`config.mk`:
```
export PLATFORM = sky130hd
export DESIGN_NAME = ex_muldiv_unit
export DESIGN_NICKNAME = d
export VERILOG_FILES = /design/src/rtl/ex_muldiv_unit.sv
export SDC_FILE = /design/constraint.sdc
export NUM_CORES = 1
export LEC_CHECK = 0
export BUFFER_PORTS_ARGS = -buffer_cell sky130_fd_sc_hd__buf_4
export CAP_MARGIN = 30
export CORE_ASPECT_RATIO = 0.8
export CORE_MARGIN = 8
export CORE_UTILIZATION = 40
export CTS_CLUSTER_SIZE = 12
export DETAILED_ROUTE_END_ITERATION = 10
export GPL_ROUTABILITY_DRIVEN = 0
export HOLD_SLACK_MARGIN = 0.03
export PLACE_DENSITY_LB_ADDON = 0.15
export SLEW_MARGIN = 15
export SYNTH_ARGS = -nofsm -noshare
export SYNTH_HDL_FRONTEND = slang
export SYNTH_SLANG_ARGS = --single-unit
```
`constraint.sdc`:
```
create_clock -name clk_i -period 6.4 [get_ports clk_i]
set_input_delay 0.96 -clock clk_i [delete_from_list [all_inputs] [get_ports clk_i]]
set_output_delay 0.96 -clock clk_i [all_outputs]
set_load 0.005 [all_outputs]
```
`src/rtl/ex_muldiv_unit.sv`:
```
// Iterative RV32M multiply/divide unit sharing the EX stage with the ALU.
// Define MULDIV_FAST_MUL_EN for single-cycle multiplies.
module ex_muldiv_unit #(
  parameter int XLEN  = 32,
  parameter int CNT_W = 5
) (
  input  logic            clk_i,
  input  logic            rst_i,
  input  logic            start_i,
  input  logic [2:0]      funct3_i,
  input  logic [XLEN-1:0] op_a_i,
  input  logic [XLEN-1:0] op_b_i,
  input  logic            kill_i,
  output logic            busy_o,
  output logic            done_o,
  output logic [XLEN-1:0] result_o
);

  typedef enum logic [1:0] {IDLE, CALC, DONE} state_t;

  localparam logic [XLEN-1:0] MIN_INT =
    {1'b1, {(XLEN-1){1'b0}}};
  localparam logic [CNT_W-1:0] LAST =
    CNT_W'(XLEN-1);

  state_t            state_q, state_d;
  logic [CNT_W-1:0]  cnt_q, cnt_d;
  logic [2:0]        f3_q, f3_d;
  logic              neg_q, neg_d;
  logic              neg_r_q, neg_r_d;
  logic [XLEN-1:0]   opr_q, opr_d;
  logic [2*XLEN-1:0] acc_q, acc_d;
  logic [XLEN-1:0]   res_q, res_d;

  logic            a_sgn, b_sgn;
  logic            a_neg, b_neg;
  logic [XLEN-1:0] a_mag, b_mag;
  logic            div0, ovf, fast;
  logic [XLEN-1:0] div_fast, fast_res;

  always_comb begin
    a_sgn = 1'b0;
    b_sgn = 1'b0;
    unique case (1'b1)
      funct3_i == 3'b001: begin
        a_sgn = 1'b1;
        b_sgn = 1'b1;
      end
      funct3_i == 3'b010: a_sgn = 1'b1;
      funct3_i[2] & ~funct3_i[0]: begin
        a_sgn = 1'b1;
        b_sgn = 1'b1;
      end
      default: ;
    endcase
  end

  assign a_neg = a_sgn & op_a_i[XLEN-1];
  assign b_neg = b_sgn & op_b_i[XLEN-1];
  assign a_mag = a_neg ? -op_a_i : op_a_i;
  assign b_mag = b_neg ? -op_b_i : op_b_i;

  assign div0 = (op_b_i == '0);
  assign ovf  = a_sgn & funct3_i[2]
              & (op_a_i == MIN_INT)
              & (&op_b_i);

  always_comb begin
    if (div0)
      div_fast = funct3_i[1] ? op_a_i : '1;
    else
      div_fast = funct3_i[1] ? '0 : MIN_INT;
  end

`ifdef MULDIV_FAST_MUL_EN
  // Sign-extended 64-bit operands: the true
  // product always fits, so low 64 bits are exact.
  logic [2*XLEN-1:0] fa, fb, fp;
  logic [XLEN-1:0]   mul_res;

  assign fa = {{XLEN{a_neg}}, op_a_i};
  assign fb = {{XLEN{b_neg}}, op_b_i};
  assign fp = fa * fb;
  assign mul_res = (funct3_i == 3'b000)
                 ? fp[XLEN-1:0]
                 : fp[2*XLEN-1:XLEN];
  assign fast = ~funct3_i[2] | div0 | ovf;
  assign fast_res = funct3_i[2] ? div_fast
                                : mul_res;
`else
  assign fast = funct3_i[2] & (div0 | ovf);
  assign fast_res = div_fast;
`endif

  // one shift-add or restoring-divide step
  logic [XLEN:0]     sum, sh;
  logic [XLEN+1:0]   diff;
  logic [2*XLEN-1:0] mul_nxt, div_nxt, acc_nxt;
  logic              unused_diff;

  assign sum = {1'b0, acc_q[2*XLEN-1:XLEN]}
             + (acc_q[0] ? {1'b0, opr_q} : '0);
  assign mul_nxt = {sum, acc_q[XLEN-1:1]};

  assign sh   = {acc_q[2*XLEN-1:XLEN],
                 acc_q[XLEN-1]};
  assign diff = {1'b0, sh} - {2'b0, opr_q};
  assign div_nxt = diff[XLEN+1]
    ? {sh[XLEN-1:0], acc_q[XLEN-2:0], 1'b0}
    : {diff[XLEN-1:0], acc_q[XLEN-2:0], 1'b1};
  assign unused_diff = diff[XLEN];

  assign acc_nxt = f3_q[2] ? div_nxt : mul_nxt;

  logic [2*XLEN-1:0] prod;
  logic [XLEN-1:0]   quo, rem, fin;

  assign prod = neg_q ? -mul_nxt : mul_nxt;
  assign quo  = neg_q ? -div_nxt[XLEN-1:0]
                      : div_nxt[XLEN-1:0];
  assign rem  = neg_r_q
              ? -div_nxt[2*XLEN-1:XLEN]
              : div_nxt[2*XLEN-1:XLEN];

  always_comb begin
    if (f3_q[2])
      fin = f3_q[1] ? rem : quo;
    else if (f3_q[1:0] == 2'b00)
      fin = prod[XLEN-1:0];
    else
      fin = prod[2*XLEN-1:XLEN];
  end

  always_comb begin
    state_d = state_q;
    cnt_d   = cnt_q;
    f3_d    = f3_q;
    neg_d   = neg_q;
    neg_r_d = neg_r_q;
    opr_d   = opr_q;
    acc_d   = acc_q;
    res_d   = res_q;
    unique case (state_q)
      IDLE: begin
        if (start_i && !kill_i) begin
          f3_d    = funct3_i;
          neg_d   = a_neg ^ b_neg;
          neg_r_d = a_neg;
          cnt_d   = '0;
          opr_d   = funct3_i[2] ? b_mag : a_mag;
          acc_d   = {{XLEN{1'b0}},
                     funct3_i[2] ? a_mag : b_mag};
          if (fast) begin
            res_d   = fast_res;
            state_d = DONE;
          end else begin
            state_d = CALC;
          end
        end
      end
      CALC: begin
        if (kill_i) begin
          state_d = IDLE;
          cnt_d   = '0;
        end else begin
          acc_d = acc_nxt;
          cnt_d = cnt_q + CNT_W'(1);
          if (cnt_q == LAST) begin
            res_d   = fin;
            cnt_d   = '0;
            state_d = DONE;
          end
        end
      end
      DONE:    state_d = IDLE;
      default: state_d = IDLE;
    endcase
  end

  always_ff @(posedge clk_i) begin
    if (rst_i) begin
      state_q <= IDLE;
      cnt_q   <= '0;
      f3_q    <= '0;
      neg_q   <= 1'b0;
      neg_r_q <= 1'b0;
      opr_q   <= '0;
      acc_q   <= '0;
      res_q   <= '0;
    end else begin
      state_q <= state_d;
      cnt_q   <= cnt_d;
      f3_q    <= f3_d;
      neg_q   <= neg_d;
      neg_r_q <= neg_r_d;
      opr_q   <= opr_d;
      acc_q   <= acc_d;
      res_q   <= res_d;
    end
  end

  assign busy_o   = (state_q == CALC);
  assign done_o   = (state_q == DONE) & ~kill_i;
  assign result_o = res_q;

endmodule

```
# Word-level counts from Yosys, hierarchy flattened

Index checks and enable logic that the tools add are counted.

Register bits after elaboration: 140
Latch bits: 0
RAM bits: 0
Bits in read-only memories: 0
Bits of input ports: 71
Output and inout port bits: 34
Memories: 0

Add/subtract/negate cells: 8
Multiply operators: 0
Div/mod/pow operators: 0
Order comparisons: 0
Equal/unequal tests: 11
Shifts and indexed selects: 0
Mux-type cells: 35
Bitwise operators: 12
Reduce and logical (&&, ||, !) cells: 14

Operator list:

| kind                                                 | count |
|---|---|
| two-way mux 32 bit                                   | 17 |
| two-way mux 64 bit                                   | 5 |
| negation 32 bit                                      | 4 |
| case mux 64 bit (2 select lines)                     | 1 |
| negation 64 bit                                      | 1 |
| case mux 32 bit (2 select lines)                     | 1 |
| subtractor 33 x 32 -> 34 bit                         | 1 |
| adder 32 x 32 -> 33 bit                              | 1 |
| equality test 32 bit (second input constant)         | 1 |
| zero test 32 bit                                     | 1 |
| AND reduction 32 bit                                 | 1 |
| two-way mux 5 bit                                    | 3 |
| case mux 5 bit (2 select lines)                      | 1 |
| bitwise AND 1 bit                                    | 8 |
| two-way mux 2 bit                                    | 4 |
| != test 2 bit (second input constant)                | 3 |
| AND reduction 2 bit                                  | 3 |
| adder 5 x 1 -> 5 bit (second input constant)         | 1 |
| equality test 5 bit (second input constant)          | 1 |
| AND reduction 5 bit                                  | 1 |
| zero test 2 bit                                      | 2 |
| case mux 2 bit (2 select lines)                      | 1 |
| equality test 3 x 1 -> 1 bit (second input constant) | 1 |
| equality test 3 x 2 -> 1 bit (second input constant) | 1 |
| other kinds (14)                                     | 16 |

# Depth between registers and ports, before layout

Depth after elaboration: 12
Gate-level depth with buffers: 24

# Worst setup path before layout

Ideal clock, no wire load.

Path type: reg2reg
Start: register acc_q[31]
End: register res_q[26], in the netlist result_o[26]
Setup time: 0.079 ns
Arrival: 4.829 ns
Path slack: 1.492 ns
Stages on the path, launching flop included: 23
Path buffers: 6
Path through: dfxtp_1 -> clkbuf_1 -> inv_1 -> ha_1 -> nor2b_1 -> o31ai_2 -> a21boi_0 -> o31a_1 -> or2_1 -> buf_2 -> buf_2 -> buf_1 -> buf_1 -> nand2_1 -> o21ai_0 -> ha_1 -> o221ai_1 -> or4_1 -> clkbuf_1 -> nor4_1 -> a311oi_1 -> or4_1 -> o211ai_1

Word-level cells in the longest chain between the ends: 9
Elaborated cells on any way between the ends: 14
Classes of those cells: add/sub: 4; mux: 10

RTL lines:

| element                                      | line     | source |
|---|---|---|
| from (decl)                                  | 32       | `logic [2*XLEN-1:0] acc_q, acc_d;` |
| from (signal assigned)                       | 188      | `acc_q <= '0;` |
| from (signal assigned)                       | 197      | `acc_q <= acc_d;` |
| subtractor 33 x 32 -> 34 bit                 | 107      | `assign diff = {1'b0, sh} - {2'b0, opr_q};` |
| two-way mux 64 bit                           | 109      | `? {sh[XLEN-1:0], acc_q[XLEN-2:0], 1'b0}` |
| negation 32 bit, on equally long branches    | 119, 122 |  |
| two-way mux 32 bit, on equally long branches | 119, 122 |  |
| two-way mux 32 bit                           | 127      | `fin = f3_q[1] ? rem : quo;` |
| two-way mux 32 bit (*)                       | 126      | `if (f3_q[2])` |
| two-way mux 32 bit (*)                       | 168      | `if (cnt_q == LAST) begin` |
| two-way mux 32 bit (*)                       | 162      | `if (kill_i) begin` |
| case mux 32 bit (2 select lines) (*)         | 143      | `unique case (state_q)` |
| to (signal assigned)                         | 198      | `res_q <= res_d;` |
| to (decl)                                    | 33       | `logic [XLEN-1:0] res_q, res_d;` |

Mark *: on every way between the ends. The rest lies on a longest branch, timed or not. The select of a mux whose other input is x is not followed.
A chain may end at the register's enable or synchronous reset.

# Final worst setup path

Start: register opr_q[14]
End: register res_q[28], in the netlist result_o[28]

Word-level cells in the longest chain between the ends: 9
Elaborated cells on any way between the ends: 16
Classes of those cells: add/sub: 5; mux: 11

RTL lines:

| element                                                                   | line     | source |
|---|---|---|
| from (decl)                                                               | 31       | `logic [XLEN-1:0] opr_q, opr_d;` |
| from (signal assigned)                                                    | 196      | `opr_q <= opr_d;` |
| two-way mux 32 bit / subtractor 33 x 32 -> 34 bit (equally long branches) | 102, 107 |  |
| adder 32 x 32 -> 33 bit / two-way mux 64 bit (equally long branches)      | 102, 109 |  |
| negation 64 bit (tied with other cells)                                   | 118      | `assign prod = neg_q ? -mul_nxt : mul_nxt;` |
| two-way mux 64 bit (tied with other cells)                                | 118      |  |
| two-way mux 32 bit, on equally long branches                              | 128, 127 |  |
| two-way mux 32 bit (*)                                                    | 126      |  |
| two-way mux 32 bit (*)                                                    | 168      |  |
| two-way mux 32 bit (*)                                                    | 162      |  |
| case mux 32 bit (2 select lines) (*)                                      | 143      |  |

Marks and branches as above.

==> summary.md <==
| Metric | Value |
|---|---|
| Final setup viols | 0 |
| Clock Sinks | 140 |
| Synth top area share | 16.4% |
| Setup CP Type | register to register |
| Critical Path End Type | register |
| Die height | 201 µm |
| Power share of the sequential group | between 20 and 30% |
| Psw | 1.47 mW |
| DR iter-0 viols | ~2500 |
| Max-cap violations | 0 |
| Clock transition at path regs | roughly 0.070 ns |
| Commonest cells in the netlist | nor2_1 (314), nand2_1 (269), a21oi_1 (212), o21ai_0 (178), clkbuf_1 (152) |
| Switching part of the total | a little over two fifths |
| RSZ-0062 raised after global routing | false |
| WL per Instance | around 24 µm |
| Max VDD drop | 0.211 mV |
| Ys async rst share | 0% |
| DRC viols | 0 |
| Top cell type by total area after synthesis | dfxtp_1 |
| Routed WL | 71.6 mm |
| Shortest period the worst path allows | 6.11 ns |
| Via count of the routed design | 19372 |
| CTS Buf Count | 17 |
| Postcts setup bufs | 0 |
| Initial core utilization | 40.7% |
| Core ar. | 42000 µm² |
| Buffers on Ports | around 100 |
| Cts repair resizes | 0 |
| EDFF count, synth | 0 |
| CTS H-tree lvls | 4 |
| Yosys warns | 0 |
| Total GRT Usage | about 28% |
| Hold depth | 2 |
| Ports | 105 |
| Internal power | 1.95 mW |
| First-pass GRT wire length | 108 mm |
| Worst-Skew Late Latency | 0.47 ns |
| Critical path peak fanout | 33 |
| Post-synth cell types | 92 |
| Avg Inst Size Synth | a little under 7 µm² |
| Synthesized flop and latch total | 140 |
| Diodes inserted | 0 |
| CTS tree | yes |
| Final hold violation count | 0 |
| Worst path required time | 6.79 ns |
| Status | finished clean |
| Clk network pwr share | 30.0% |
| Main synth FF type | dfxtp_1 |
| Via density per instance | 6.38 |
| Clk_skew | 0.0119 ns |
| Top-count cell post-synth | nor2_1 |
| Area Growth Syn to Fin | 8.86% |
| DP Wirelength | 56.0 mm |
| Syn_nets | between 2000 and 3000 |
| Initial antenna violation count | 3 |
| Hold Buf Count CTS | 0 |
| GR Overflow Total | 0 |
| Min-delay worst type | register to register |
| Pin count of the biggest net entering global routing | 75 |
| Reg2Reg Depth | 18 |
| Drt first pass iters | 6 |
| Nets | roughly 2600 |
| Max frequency | 164 MHz |
| FP Rows | 67 |
| Tcrit/Tclk final | 95.5% |
| Die width | 247 µm |
| Leak | 6.95 nW |
| Sequential share of the synthesized area | ~16% |
| Cell area power density | 184 nW/µm² |
| Rel. slew slack | 36.2% |
| Clk buf depth | 2 |
| Arrival time worst endpoint | about 6.5 ns |
| Worst-Margin Slew | 0.950 ns |
| Comb power frac | approximately two fifths |
| Core Util, Final | about 44% |
| Top cells by area, synth | dfxtp_1 (16%), nor2_1 (6.9%), xnor2_1 (6.7%) |
| Synthesized cell area | roughly 17000 µm² |
| Gate Count Post-Synth | 2502 |
| Max Slew Vio Count | 0 |
| Vias in the first global route | roughly 17000 |
| DIE AREA | roughly 50000 µm² |
| Antenna Nets Post-Route | 0 |
| Crit start category | register |
| Clk root buf | clkbuf_16 |
| Setup TNS | 0 ns |
| Share of cells above drive strength 1 | 10.2% |
## sequential cells by signal, indices dropped and copies added, names as in the netlist
register / cells
opr_q: 32
acc_q: 64
result_o: 32
neg_r_q: 1
state_q: 2
f3_q: 3
cnt_q: 5
neg_q: 1
## per-layer routing
| layer | wire length [µm] | vias up | track usage [%] |
|---|---|---|---|
| met1 | 31600 | 9171 | 39.2 |
| met5 | 17 | - | 0 |
| met4 | 3250 | 2 | 12.0 |
| li1 | - | 9060 | - |
| met3 | 7700 | 136 | 7.02 |
| met2 | 29000 | 1003 | 38.4 |
## worst paths after layout
check,from,end,slack [ns]
worst min-delay path,opr_q[25],opr_q[25],0.45
worst max-delay path,opr_q[14],result_o[28],0.29
worst min register to register,opr_q[25],opr_q[25],0.45
worst max register to register,opr_q[14],result_o[28],0.29
## stage by stage
step,total power [mW],area [µm²],setup slack [ns],hold slack [ns],instances
after CTS,3.39,18600,0.543,0.454,3035
final,3.42,18600,0.287,0.452,3036
after detailed placement,2.36,18000,0.585,0.446,3003
after global placement,2.34,18000,0.644,0.440,3001
after global routing,3.58,18600,0.0235,0.480,3036
after floorplan,1.94,17100,1.49,0.432,2502
## placed cells by master (no fill, tap or decap), drive strengths merged, types with 28 or more instances in the layout
master / Yosys / final
xor2: 75 / 75
a21oi: 212 / 212
inv: 81 / 86
o21ai: 186 / 186
o211ai: 55 / 55
dfxtp: 140 / 140
a22oi: 28 / 28
a311oi: 41 / 41
nor2: 314 / 314
mux2i: 51 / 51
nor4: 30 / 30
a211oi: 57 / 57
or2: 31 / 31
o31ai: 37 / 37
ha: 72 / 72
nand4: 31 / 31
nand3: 31 / 31
xnor2: 130 / 130
nand2: 269 / 269
or3: 42 / 42
nor3: 67 / 67
buf: 35 / 142
## power by group through the flow
stage	logic [mW]	registers [mW]	clock network (mW)
after floorplan	0.977	0.960	0
after global placement	1.34	1.00	0
after detailed placement	1.36	1.00	0
after CTS	1.36	0.985	1.04
after global routing	1.51	0.993	1.07
final	1.41	0.988	1.03
## cells by family after synthesis
group,Yosys count,synth area share [%]
XOR/XNOR,205,10.5
adder cells (fa/ha/maj),74,5.51
flip-flops,140,16.4
AO/OA/AOI/OAI,800,30.5
AND/OR/NAND/NOR,945,26.4
multiplexers,62,3.71
buffers and inverters,276,6.90
## layout make-up
class,instances,area (µm²)
Timing Repair Buffer,142,1080
Clock inverter,14,136
Sequential cell,140,2810
Clock buffer,18,439
Multi-Input combinational cell,2086,13100
Fill cell,4354,23400
Inverter,84,315
Tap cell,552,691
## critical path: stages, from the launching register on
cell	delay (ns)
dfxtp_1	0.37
inv_1	0.09
ha_1	0.48
a21oi_1	0.15
o21ai_0	0.68
o2111a_1	0.38
o31a_1	0.42
or2_2	0.68
inv_1	0.54
ha_1	0.45
inv_1	0.33
nand2_1	0.33
nand4_1	0.25
xnor2_1	0.09
a21oi_1	0.13
o21ai_0	0.13
a221oi_1	0.22
nor2_1	0.06
o31ai_1	0.22
Power figures use the tool's default switching activity.
